## config.mk

```make
export PLATFORM = sky130hd
export DESIGN_NAME = aud_recorder
export DESIGN_NICKNAME = d
export VERILOG_FILES = /design/src/rtl/aud_recorder.sv
export SDC_FILE = /design/constraint.sdc
export NUM_CORES = 1
export LEC_CHECK = 0
export ABC_AREA = 1
export CORE_MARGIN = 3
export CORE_UTILIZATION = 50
export CTS_BUF_LIST = sky130_fd_sc_hd__clkbuf_8
export DETAILED_ROUTE_END_ITERATION = 10
export GPL_TIMING_DRIVEN = 0
export PLACE_DENSITY = 0.73
export SLEW_MARGIN = 15
export SYNTH_ARGS = -nofsm -noshare
export SYNTH_HDL_FRONTEND = slang
export SYNTH_SLANG_ARGS = --single-unit
```

## constraint.sdc

```tcl
create_clock -name i_clk -period 2 [get_ports i_clk]
set_input_delay 0.4 -clock i_clk [delete_from_list [all_inputs] [get_ports i_clk]]
set_output_delay 0.4 -clock i_clk [all_outputs]
set_load 0.01 [all_outputs]
```

## src/rtl/aud_recorder.sv

```systemverilog
// aud_recorder: captures left-channel I2S samples from the ADC into consecutive SRAM words.
// The optional sticky clip flag is enabled by defining AUD_REC_CLIP_DETECT_EN.
module aud_recorder #(
    parameter int          DATA_W   = 16,
    parameter int          ADDR_W   = 20,
    parameter int unsigned ADDR_MAX = 2**20 - 1
) (
    input  logic              i_clk,
    input  logic              i_rst,
    input  logic              i_lrc,
    input  logic              i_data,
    input  logic              i_start,
    input  logic              i_pause,
    input  logic              i_stop,
    output logic [ADDR_W-1:0] o_address,
    output logic [DATA_W-1:0] o_data,
    output logic              o_we,
    output logic [ADDR_W:0]   o_rec_len,
`ifdef AUD_REC_CLIP_DETECT_EN
    output logic              o_clip,
`endif
    output logic              o_finished
);

    localparam int                CNT_W    = $clog2(DATA_W);
    localparam logic [CNT_W-1:0]  LAST_BIT = CNT_W'(DATA_W - 1);
    localparam logic [ADDR_W-1:0] A_MAX    = ADDR_W'(ADDR_MAX);
    localparam logic [ADDR_W:0]   LEN_MAX  = (ADDR_W+1)'(ADDR_MAX) + (ADDR_W+1)'(1);
    localparam logic [DATA_W-1:0] POS_FULL = {1'b0, {(DATA_W-1){1'b1}}};
    localparam logic [DATA_W-1:0] NEG_FULL = {1'b1, {(DATA_W-1){1'b0}}};

    typedef enum logic [2:0] {
        IDLE,
        WAIT_LRC,
        SHIFT,
        STORE,
        PAUSE
    } state_t;

    state_t             state_q, state_d;
    logic               lrc_prev_q;
    logic [CNT_W-1:0]   bitcnt_q, bitcnt_d;
    logic [DATA_W-1:0]  shift_q, shift_d;
    logic [ADDR_W-1:0]  ptr_q, ptr_d;
    logic [ADDR_W-1:0]  addr_q, addr_d;
    logic [DATA_W-1:0]  data_q, data_d;
    logic               we_q, we_d;
    logic [ADDR_W:0]    len_q, len_d;
    logic               fin_q, fin_d;
    logic               pend_q, pend_d;
`ifdef AUD_REC_CLIP_DETECT_EN
    logic               clip_q, clip_d;
`endif

    // Start of a left slot: LRCK falls from right to left.
    logic fall;
    assign fall = lrc_prev_q & ~i_lrc;

    // Next-state and datapath updates for the capture FSM.
    always_comb begin
        state_d  = state_q;
        bitcnt_d = bitcnt_q;
        shift_d  = shift_q;
        ptr_d    = ptr_q;
        addr_d   = addr_q;
        data_d   = data_q;
        we_d     = 1'b0;
        len_d    = len_q;
        fin_d    = 1'b0;
        pend_d   = pend_q;
`ifdef AUD_REC_CLIP_DETECT_EN
        clip_d   = clip_q;
`endif
        unique case (state_q)
            IDLE: begin
                if (i_start) begin
                    state_d = WAIT_LRC;
                    ptr_d   = '0;
                    addr_d  = '0;
                    len_d   = '0;
                    pend_d  = 1'b0;
`ifdef AUD_REC_CLIP_DETECT_EN
                    clip_d  = 1'b0;
`endif
                end
            end
            WAIT_LRC: begin
                if (i_stop) begin
                    state_d = IDLE;
                    fin_d   = 1'b1;
                end else if (pend_q) begin
                    state_d = PAUSE;
                    pend_d  = 1'b0;
                end else begin
                    if (i_pause) pend_d = 1'b1;
                    if (fall) begin
                        state_d  = SHIFT;
                        bitcnt_d = '0;
                    end
                end
            end
            SHIFT: begin
                if (i_stop) begin
                    state_d = IDLE;
                    fin_d   = 1'b1;
                end else begin
                    if (i_pause) pend_d = 1'b1;
                    shift_d  = {shift_q[DATA_W-2:0], i_data};
                    bitcnt_d = bitcnt_q + CNT_W'(1);
                    if (bitcnt_q == LAST_BIT) begin
                        state_d = STORE;
                        we_d    = 1'b1;
                        data_d  = {shift_q[DATA_W-2:0], i_data};
                        addr_d  = ptr_q;
                    end
                end
            end
            STORE: begin
                if (len_q != LEN_MAX) len_d = len_q + (ADDR_W+1)'(1);
`ifdef AUD_REC_CLIP_DETECT_EN
                if (data_q == POS_FULL || data_q == NEG_FULL) clip_d = 1'b1;
`endif
                if (ptr_q == A_MAX || i_stop) begin
                    state_d = IDLE;
                    fin_d   = 1'b1;
                end else begin
                    ptr_d = ptr_q + ADDR_W'(1);
                    if (pend_q) begin
                        state_d = PAUSE;
                        pend_d  = 1'b0;
                    end else begin
                        state_d = WAIT_LRC;
                    end
                end
            end
            PAUSE: begin
                if (i_stop) begin
                    state_d = IDLE;
                    fin_d   = 1'b1;
                end else if (i_pause) begin
                    state_d = WAIT_LRC;
                end
            end
            default: state_d = IDLE;
        endcase
    end

    // State and output registers with synchronous reset.
    always_ff @(posedge i_clk) begin
        if (i_rst) begin
            state_q    <= IDLE;
            lrc_prev_q <= 1'b1;
            bitcnt_q   <= '0;
            shift_q    <= '0;
            ptr_q      <= '0;
            addr_q     <= '0;
            data_q     <= '0;
            we_q       <= 1'b0;
            len_q      <= '0;
            fin_q      <= 1'b0;
            pend_q     <= 1'b0;
`ifdef AUD_REC_CLIP_DETECT_EN
            clip_q     <= 1'b0;
`endif
        end else begin
            state_q    <= state_d;
            lrc_prev_q <= i_lrc;
            bitcnt_q   <= bitcnt_d;
            shift_q    <= shift_d;
            ptr_q      <= ptr_d;
            addr_q     <= addr_d;
            data_q     <= data_d;
            we_q       <= we_d;
            len_q      <= len_d;
            fin_q      <= fin_d;
            pend_q     <= pend_d;
`ifdef AUD_REC_CLIP_DETECT_EN
            clip_q     <= clip_d;
`endif
        end
    end

    assign o_address  = addr_q;
    assign o_data     = data_q;
    assign o_we       = we_q;
    assign o_rec_len  = len_q;
    assign o_finished = fin_q;
`ifdef AUD_REC_CLIP_DETECT_EN
    assign o_clip     = clip_q;
`endif

endmodule
```

# After elaboration in Yosys (flattened, before gate mapping)
# Cells that the tools add are included.
# op_classes
addsub,3
eq_ne,19
muxes,37
bitwise,4
reduce_logical,16
# op_table
operator,count
$mux W20,4
$pmux W20 S2,2
$mux W21,2
$pmux W21 S2,1
$mux W3,10
$add A21 B1 Y21 const B,1
$ne A21 B21 Y1 const B,1
$add A20 B1 Y20 const B,1
$eq A20 B20 Y1 const B,1
$ne A2 B2 Y1 const B,9
$mux W4,4
$pmux W3 S5,1
$mux W1,10
$reduce_and A3 Y1,3
$pmux W4 S2,1
$reduce_and A4 Y1,2
$eq A3 B2 Y1 const B,2
$ne A3 B3 Y1 const B,2
$reduce_and A6 Y1,1
$reduce_bool A2 Y1,3
$reduce_or A3 Y1,2
$reduce_and A5 Y1,1
$add A4 B1 Y4 const B,1
$eq A4 B4 Y1 const B,1
other kinds (11),13
# word_totals
register_bits,103
input_bits,7
out_inout_bits,59
word_cells,90

# Logic depth before layout (Yosys ltp)
# Gate-level depths: netlist (run 1).
# depth
depth_word,6
mapped_depth,12
ltp_nobuf,12

# Least setup slack after synthesis (run 1)
# OpenSTA, ideal clock, no wires.
# synth_timing
path_kind,reg2reg
startpoint,reg ptr_q[0]
endpoint,reg ptr_q[12]
setup_time_ns,0.067
arrival_time_ns,1.664
required_time_ns,1.933
setup_slack_ns,0.268
path_stages_with_launch,13
n_path_buf,1
synth_period_minus_slack_ns,1.732
cell_sequence,dfxtp_1 -> ha_1 -> inv_1 -> nor2_4 -> nand2_2 -> nor2_2 -> nand2_2 -> nand2_4 -> nand2_4 -> nand2_4 -> buf_6 -> nand2_1 -> a21oi_2
# synth_between
elab_chain_len,4
elab_cells_between_ends,7
classes_between,add/sub: 1; eq/ne: 2; mux: 2; reduce/logical: 2
# synth_lines
item,line,text
"start, declared",44,"logic [ADDR_W-1:0] ptr_q, ptr_d;"
"start signal, assigned",170,ptr_q <= ptr_d;
"parallel branches: the longest is 4 deep, another holds $add A20 B1 Y20",-,
# Parallel ways; which one is timed is not known. The select of a mux whose other input is x is not followed.
# A chain may end at the register's enable or synchronous reset.

# Final worst setup path (run 1)
# layout_timing
startpoint,"reg len_q[9], in the netlist o_rec_len[9]"
endpoint,out o_rec_len[9]
# layout_lines
item,line,text
"start, declared",48,"logic [ADDR_W:0] len_q, len_d;"
"start signal, assigned",174,len_q <= len_d;
"end, declared",18,"output logic [ADDR_W:0] o_rec_len,"
# No word-level cell between the ends.

==> results of run 1 <==
[worst min-delay path by stage]
stage	startpoint	to	slack, ns	cells past startpoint
3_3_place_gp	o_address[13]$_SDFFE_PP0P_	o_address[13]$_SDFFE_PP0P_	0.45	2
3_5_place_dp	o_address[6]$_SDFFE_PP0P_	o_address[6]$_SDFFE_PP0P_	0.45	2
4_1_cts	i_rst	o_rec_len[11]$_SDFFE_PP0P_	0.35	2
5_1_grt	i_rst	o_rec_len[12]$_SDFFE_PP0P_	0.35	2
6_report	i_rst	o_rec_len[12]$_SDFFE_PP0P_	0.34	2
2_1_floorplan	shift_q[1]$_SDFFE_PP0P_	o_data[2]$_SDFFE_PP0P_	0.43	2
[cells in the mapped netlist, drive strengths merged]
cell type / number / share of area, %
xor2: 11 / 1.9
inv: 61 / 4.6
xnor2: 5 / 0.87
clkinv: 1 / 0.075
clkbuf: 16 / 1.2
nand2: 192 / 15
ha: 4 / 1.0
a31oi: 1 / 0.12
dfxtp: 103 / 41
nor2: 108 / 8.5
buf: 14 / 1.7
o21ai: 39 / 4.1
a21oi: 78 / 7.9
a211oi: 1 / 0.15
a21o: 1 / 0.15
nor3: 13 / 1.5
nor3b: 3 / 0.45
nand3: 71 / 7.1
a31o: 1 / 0.17
or2: 4 / 0.50
nand4: 11 / 1.4
a21boi: 1 / 0.37
o211ai: 1 / 0.15
[report_power, final]
group | switching, mW | internal (mW)
Clock | 0.764 | 0.633
Combinational | 0.420 | 0.203
Sequential | 0.0453 | 2.09
Total | 1.23 | 2.93
[cell usage in the layout, fill, tap and decap left out, drive strengths merged]
| cell type | instances |
|---|---|
| xor2 | 11 |
| o211ai | 1 |
| a31oi | 1 |
| bufinv | 1 |
| inv | 64 |
| a31o | 1 |
| nand4 | 11 |
| clkbuf | 27 |
| nor2 | 108 |
| nand3 | 71 |
| or2 | 4 |
| clkinv | 3 |
| buf | 17 |
| clkdlybuf4s50 | 63 |
| a21boi | 1 |
| xnor2 | 5 |
| nand2 | 192 |
| nor3b | 3 |
| a211oi | 1 |
| nor3 | 13 |
| ha | 4 |
| dfxtp | 103 |
| o21ai | 39 |
| a21o | 1 |
| a21oi | 78 |
[registers in the layout (all words and copies together) (netlist names)]
signal,flops
o_rec_len,21
o_address,20
ptr_q,20
o_data,16
shift_q,15
bitcnt_q,4
state_q,3
lrc_prev_q,1
o_finished,1
o_we,1
pend_q,1
[cell type report]
| type | instances | area, um^2 | share of cell area [%] |
|---|---|---|---|
| Buffer | 30 | 152.6 | 2.502 |
| Clock buffer | 10 | 137.6 | 2.255 |
| Clock inverter | 6 | 76.32 | 1.251 |
| Inverter | 62 | 232.7 | 3.814 |
| Multi-Input combinational cell | 545 | 2610 | 42.77 |
| Sequential cell | 103 | 2071 | 33.93 |
| Tap cell | 129 | 161.4 | 2.645 |
| Timing Repair Buffer | 67 | 660.6 | 10.83 |
[per-layer routing]
layer / GRT usage [%] / vias up / share of wire [%]
li1: - / 2551 / -
met1: 35.14 / 2321 / 48
met2: 38.42 / 176 / 44
met3: 4.189 / 19 / 6.1
met4: 6.660 / 0 / 1.5
met5: 0 / - / 0
[cells by family (layout without fill, tap and decap cells)]
logic type / count (synthesis) / count (layout) / synth area share, %
fa+ha+maj: 4 / 4 / 0.9963
simple gates: 402 / 402 / 34.45
compound gates: 123 / 123 / 13.15
flops: 103 / 103 / 41.05
buf+inv: 92 / 175 / 7.572
xor+xnor: 16 / 16 / 2.789
[timing repair]
| item | CTS | global route |
|---|---|---|
| gates resized for setup | 3 | 13 |
| setup buffers | 0 | 4 |
| setup endpoints to repair | 14 | 36 |
[metrics by stage]
stage	setup WS (ns)	power [mW]	setup TNS [ns]	hold WS (ns)
6_report	0.1298	4.157	0	0.3436
3_5_place_dp	-0.1386	2.752	-3.359	0.4547
3_3_place_gp	-0.08858	2.738	-2.469	0.4531
5_1_grt	-0.01594	4.335	-0.02098	0.3527
2_1_floorplan	0.2683	2.581	0	0.4297
4_1_cts	0.03552	4.138	0	0.3462
==> run_results.csv, run 1 <==
group,metric,value,unit
status,status,"finished, final reports clean",
setup_path,crit_required,1.60,ns
clocking,cts_max_level,3,
setup_path,start_kind,"register",
timing,tightest_slew,0.7094,ns
timing,hold_viol,0,
placed_design,placed_area,0.005816,mm^2
timing,finalMaxSlewViolations,0,
setup_path,crit_fanout,6,
synthesis,yosysSeqAreaShare,41.05,%
drt,vias,5067,
grt,grt.overflow.total,0,
grt,antenna_found_initial,0,
final_layout,n_antenna_cell,0,
setup_path,r2r_start,"state_q[0]$_SDFFE_PP0P_",
final_layout,syn_to_final_growth,21.47,%
final_layout,layout-drive-gt1-share,8.870,%
setup_path,crit_path_cell_trace,"clkdlybuf4s50_1",
drt,drc_errors,0,
setup_path,crit_arrival,1.47,ns
grt,grt_first_pass_wirelength,22710,um
timing,slew_headroom,52.71,%
final_layout,finalNonFillerCells,952,
floorplanning,dieArea,0.01129,mm^2
floorplanning,die_x,106.2,um
placed_design,gp_congestion,0.9541,
placed_design,port_buffers,63,
floorplanning,core,0.009503,mm^2
synthesis,syn_area_per_cell,6.789,um^2
worst_hold_path,hold_path.class,"in2reg",
timing,setup_viol,0,
clocking,cts_hold_buf,0,
setup_path,reg2reg_to,"o_address[7]$_SDFFE_PP0P_",
clocking,cts_tree,"yes",
floorplanning,dieHeight,106.2,um
synthesis,syn_inst,740,
setup_path,startpoint,"o_rec_len[9]$_SDFFE_PP0P_",
clocking,cts.sinks,103,
drt,wl,13630,um
clocking,clockRootBuffer,"clkbuf_8",
drt,wl_per_cell,14.31,um
grt,grt_pass1_vias,4655,
power,p_per_area,681.2,mW/mm^2
floorplanning,pin_count,66,
drt,drtAntennaViolNets,0,
setup_path,crit_end,"o_rec_len[9]",
final_layout,final_core_util,64.21,%
setup_path,critPathKind,"reg2out",
setup_path,r2r_cells,8,
timing,fmax,534.7,MHz
clocking,clk_latency,0.37,ns
synthesis,syn_nets,751,
grt,track_usage,24.60,%
timing,fin_crit,1.870,ns
setup_path,r2r_slack,0.15,ns
setup_path,critPathBufInv,1,
drt,drtIter0Drc,343,
final_layout,finalInstanceArea,0.006102,mm^2
final_layout,fin_nets,829,
setup_path,end_kind,"output pin",
setup_path,path_depth,1,
power,max-vdd-ir-drop,0.4062,mV
timing,fin_crit_sh,93.51,%
drt,firstDrtPassIters,6,
placed_design,place_inst,932,
final_layout,fillers,913,
clocking,path_clk_slew,0.10,ns
synthesis,netlist_area,0.005024,mm^2
floorplanning,placementRows,35,
synthesis,ys_types,35,
placed_design,dp_hpwl,10090,um
setup_path,cp_slowest_cell,"clkdlybuf4s50_1",
setup_path,cp_slowest_stage_delay,0.60,ns
flow_run,max_cap_violations,0,
power,p_leak,2.204,nW
synthesis,synth_seq_cells,103,
synthesis,yosys_warnings,0,
floorplanning,initial_core_util,52.86,%
grt,grt_start_max_net_pins,19,
clocking,clk_path_buf_depth,2,
timing,skew,0.01341,ns
clocking,numCtsBuffers,9,
setup_path,critical_path.top_delay_family,"buffers and inverters",
drt,drt-vias-per-instance,5.322,
Note: power is estimated with default switching activity, not from simulation.
==> run 2: changes to the inputs <==
CORE_UTILIZATION = 45   (was 50)
PLACE_DENSITY = 0.67   (was 0.73)
==> run_results.csv, run 2 (synthesis gave the netlist of run 1 again) <==
group,metric,value,unit
placed_design,port_buffers,63,
placed_design,place_inst,939,
drt,drtIter0Drc,388,
setup_path,crit_required,1.60,ns
timing,hold_viol,0,
floorplanning,pin_count,66,
timing,hold_slack,0.3150,ns
grt,track_usage,21.77,%
power,p_leak,2.210,nW
setup_path,end_kind,"output pin",
timing,setup_viol,0,
grt,grt_first_pass_wirelength,22680,um
drt,wl,13650,um
setup_path,startpoint,"o_rec_len[17]$_SDFFE_PP0P_",
clocking,clk_path_buf_depth,2,
setup_path,crit_arrival,1.48,ns
flow_run,max_cap_violations,0,
drt,drt-vias-per-instance,5.239,
setup_path,r2r_cells,12,
setup_path,cp_slowest_stage_delay,0.60,ns
clocking,clockRootBuffer,"clkbuf_8",
worst_hold_path,hold_path.class,"in2reg",
power,p_per_area,724.0,mW/mm^2
floorplanning,die_x,111.7,um
setup_path,r2r_slack,0.13,ns
timing,fmax,531.0,MHz
power,fin_total_pwr,4.454,mW
final_layout,fillers,1037,
final_layout,final_common_cell,"nand2_1",
drt,drc_errors,0,
grt,grt_start_max_net_pins,18,
setup_path,start_kind,"register",
timing,tightest_slew,0.7650,ns
power,max-vdd-ir-drop,0.4836,mV
setup_path,reg2reg_to,"ptr_q[13]$_SDFFE_PP0P_",
timing,skew,0.01148,ns
status,status,"finished, final reports clean",
drt,firstDrtPassIters,5,
worst_hold_path,hold_depth,2,
timing,fin_crit_sh,94.15,%
grt,grt.overflow.total,0,
setup_path,cp_slowest_cell,"clkdlybuf4s50_1",
clocking,clk_latency,0.38,ns
setup_path,crit_fanout,8,
setup_path,r2r_start,"ptr_q[0]$_SDFFE_PP0P_",
floorplanning,dieArea,0.01247,mm^2
final_layout,finalNonFillerCells,957,
timing,finalMaxSlewViolations,0,
clocking,cts_tree,"yes",
final_layout,n_antenna_cell,0,
final_layout,layout-drive-gt1-share,8.648,%
setup_path,critPathBufInv,1,
clocking,cts.sinks,103,
floorplanning,core,0.01060,mm^2
setup_path,critical_path.top_delay_family,"buffers and inverters",
final_layout,final_core_util,58.03,%
timing,fin_crit,1.883,ns
final_layout,largest_register_ff_count,21,
floorplanning,placementRows,37,
setup_path,crit_path_cell_trace,"clkdlybuf4s50_1",
floorplanning,initial_core_util,47.39,%
drt,wl_per_cell,14.26,um
final_layout,fin_nets,827,
clocking,path_clk_slew,0.10,ns
grt,grt_pass1_vias,4654,
placed_design,dp_hpwl,9889,um
clocking,numCtsBuffers,9,
floorplanning,dieHeight,111.7,um
setup_path,critPathKind,"reg2out",
drt,vias,5014,
drt,drtAntennaViolNets,0,
clocking,cts_max_level,3,
placed_design,gp_congestion,0.9298,
timing,slew_headroom,49.00,%
grt,antenna_found_initial,0,
final_layout,final_cell_mix,"184 x nand2_1, 101 x nor2_1, 100 x dfxtp_1, 76 x a21oi_1, 71 x nand3_1",
worst_hold_path,worst_hold_startpoint,"i_rst",
worst_hold_path,whs_endpoint,"o_rec_len[10]$_SDFFE_PP0P_",
final_layout,syn_to_final_growth,22.47,%
run 2: worst max path at each step:
stage / end / cells past startpoint / slack (ns)
after floorplan: ptr_q[12]$_SDFFE_PP0P_ / 12 / 0.27
after global placement: ptr_q[12]$_SDFFE_PP0P_ / 12 / -0.12
after detailed placement: ptr_q[13]$_SDFFE_PP0P_ / 12 / -0.14
after CTS: o_address[13]$_SDFFE_PP0P_ / 8 / 0.01
after global routing: ptr_q[13]$_SDFFE_PP0P_ / 12 / -0.02
final: o_rec_len[17] / 1 / 0.12
run 2: area by class of cell:
class | instances | area, um^2 | area share (%)
Buffer | 30 | 155.1 | 2.522
Clock buffer | 9 | 123.9 | 2.013
Clock inverter | 7 | 143.9 | 2.339
Inverter | 62 | 232.7 | 3.783
Multi-Input combinational cell | 545 | 2610 | 42.42
Sequential cell | 103 | 2071 | 33.66
Tap cell | 136 | 170.2 | 2.766
Timing Repair Buffer | 65 | 645.6 | 10.49
run 2: through the flow:
stage,worst slack [ns],setup TNS (ns),cell area [um^2]
after floorplan,0.2683,0,5024
after global placement,-0.1158,-2.193,5824
after detailed placement,-0.1395,-3.005,5824
after CTS,0.01425,0,6106
after global routing,-0.01644,-0.04108,6152
final,0.1169,0,6152
run 2: report_power, final:
part           switching, mW  internal [mW]  leakage, nW  total, mW
Clock                  0.748          0.963        0.131       1.71
Combinational          0.415          0.190         1.25      0.604
Sequential            0.0476           2.09        0.833       2.14
Total                   1.21           3.24         2.21       4.45
run 2: repair_timing:
| action | CTS | global route |
|---|---|---|
| hold endpoints to repair | 0 | 0 |
| pin swaps | 0 | 0 |
| setup endpoints to repair | 18 | 42 |
| hold buffers | 0 | 0 |
| resized for setup | 3 | 14 |
| buffers inserted | 0 | 2 |
run 2: per-layer routing:
metal | global-route usage [%] | routed length [um] | vias to the layer above
li1 | - | - | 2546
met4 | 5.353 | 193 | 0
met1 | 30.49 | 6429 | 2295
met3 | 5.543 | 931 | 19
met5 | 0 | 0 | -
met2 | 33.65 | 6093 | 154
==> run 3: changes to the inputs <==
DONT_BUFFER_PORTS = 1   (was default)
PLACE_DENSITY = default   (was 0.67)
==> run_results.csv, run 3 (synthesis gave the netlist of run 1 again) <==
group,metric,value,unit
final_layout,fillers,1094,
final_layout,register_area,0.002076,mm^2
floorplanning,die_x,111.7,um
clocking,cts_tree,"yes",
final_layout,fin_nets,763,
floorplanning,dieHeight,111.7,um
final_layout,final_core_util,51.39,%
drt,wl_per_cell,14.52,um
setup_path,crit_required,2.33,ns
timing,rsz0062_at_grt,"false",
power,p_per_area,736.0,mW/mm^2
clocking,cts_max_level,3,
setup_path,critPathKind,"reg2reg",
timing,fin_crit_sh,91.49,%
floorplanning,core,0.01060,mm^2
drt,drt-vias-per-instance,5.270,
final_layout,layout-drive-gt1-share,9.643,%
clocking,numCtsBuffers,9,
timing,fin_crit,1.830,ns
final_layout,final_cell_mix,"184 x nand2_1, 101 x nor2_1, 98 x dfxtp_1, 75 x a21oi_1, 71 x nand3_1",
timing,finalMaxSlewViolations,0,
clocking,cts.sinks,103,
timing,setup_viol,0,
clocking,path_clk_slew,0.10,ns
power,p_leak,1.971,nW
timing,fmax,546.5,MHz
timing,hold_viol,0,
final_layout,multi_input_area,0.002620,mm^2
final_layout,finalInstanceArea,0.005448,mm^2
placed_design,port_buffers,0,
drt,firstDrtPassIters,5,
setup_path,crit_arrival,2.16,ns
grt,grt_start_max_net_pins,19,
drt,drtIter0Drc,300,
clocking,clockRootBuffer,"clkbuf_8",
drt,drc_errors,0,
floorplanning,initial_core_util,47.39,%
placed_design,dp_hpwl,9536,um
flow_run,max_cap_violations,0,
setup_path,crit_fanout,10,
timing,tightest_slew,0.6682,ns
drt,wl,12970,um
floorplanning,placementRows,37,
final_layout,n_antenna_cell,0,
power,max-vdd-ir-drop,0.5894,mV
clocking,clk_latency,0.40,ns
setup_path,end_kind,"register",
timing,layout_setup_ws,0.1702,ns
floorplanning,dieArea,0.01247,mm^2
floorplanning,pin_count,66,
drt,drtAntennaViolNets,0,
drt,vias,4706,
clocking,clk_path_buf_depth,2,
grt,grt_first_pass_wirelength,21370,um
final_layout,syn_to_final_growth,8.443,%
timing,skew,0.01248,ns
setup_path,start_kind,"register",
worst_hold_path,hold_path.class,"in2reg",
status,status,"finished, final reports clean",
clocking,cts_hold_buf,0,
placed_design,placed_area,0.005194,mm^2
grt,grt.overflow.total,0,
timing,slew_headroom,55.45,%
grt,track_usage,20.90,%
placed_design,gp_congestion,0.9102,
placed_design,place_ws,-0.09125,ns
final_layout,largest_register_ff_count,21,
final_layout,final_common_cell,"nand2_1",
grt,antenna_found_initial,0,
grt,grt_pass1_vias,4259,
run 3: cell count changes in the layout (fill, tap and decap cells not counted), sizes merged:
| cell | previous run | this run |
|---|---|---|
| clkdlybuf4s50 | 63 | 0 |
| buf | 14 | 15 |
| bufinv | 4 | 0 |
| inv | 63 | 65 |
| clkinv | 1 | 2 |
| clkbuf | 27 | 26 |
run 3: stage by stage:
step                std cells  setup TNS (ns)  hold slack, ns  power, mW
finish                    893               0          0.1078      4.009
global route              893               0         0.08586      4.214
global placement          876         -0.7831          0.4689      2.727
floorplan                 740               0          0.4297      2.581
detailed placement        876         -0.8688          0.4634      2.735
CTS                       892               0         0.08299      4.033
run 3: final cells by class:
| cell class | count | share of cell area (%) |
|---|---|---|
| multi-input cells | 545 | 48.09 |
| flip-flops and latches | 103 | 38.10 |
| inverters | 62 | 4.272 |
| well taps | 136 | 3.124 |
| plain buffers | 30 | 2.825 |
| clock buffers | 10 | 2.526 |
| clock inverters | 6 | 0.9187 |
| repair buffers | 1 | 0.1378 |
run 3: routing by layer:
layer / part of all wire (%) / GRT usage (%) / vias up / wire length (um)
met3: 6.0 / 6.957 / 14 / 772
met2: 43 / 31.73 / 123 / 5633
met1: 49 / 28.75 / 2150 / 6379
met5: 0 / 0 / - / 0
met4: 1.4 / 5.109 / 0 / 183
li1: - / - / 2419 / -
run 3: power breakdown:
part | switching, mW | internal, mW | total (mW)
sequential | 0.0502 | 2.09 | 2.14
combinational | 0.405 | 0.173 | 0.578
clock | 0.784 | 0.504 | 1.29
total | 1.24 | 2.77 | 4.01
run 3: final timing paths:
check	start	end	slack [ns]	cells past startpoint
min reg2reg	shift_q[1]$_SDFFE_PP0P_	o_data[2]$_SDFFE_PP0P_	0.49	2
max reg2reg	ptr_q[0]$_SDFFE_PP0P_	ptr_q[9]$_SDFFE_PP0P_	0.17	12
min	i_data	o_data[0]$_SDFFE_PP0P_	0.11	2
max	ptr_q[0]$_SDFFE_PP0P_	ptr_q[9]$_SDFFE_PP0P_	0.17	12
run 3: worst max-delay path, cell delays in order, from the launching register on:
cell and delay, ns:
dfxtp_4 0.39, ha_4 0.18, inv_1 0.08, nor2_4 0.15
nand2_2 0.11, nor2_2 0.10, nand2_2 0.09, nand2_4 0.10
nand2_4 0.09, nand2_4 0.13, buf_8 0.15, nand2_1 0.06
a21oi_1 0.14
run 3: repair_timing:
action | CTS | global route
buffers inserted | 0 | 1
pin swaps | 0 | 0
setup endpoints to repair | 16 | 26
resized for setup | 4 | 16
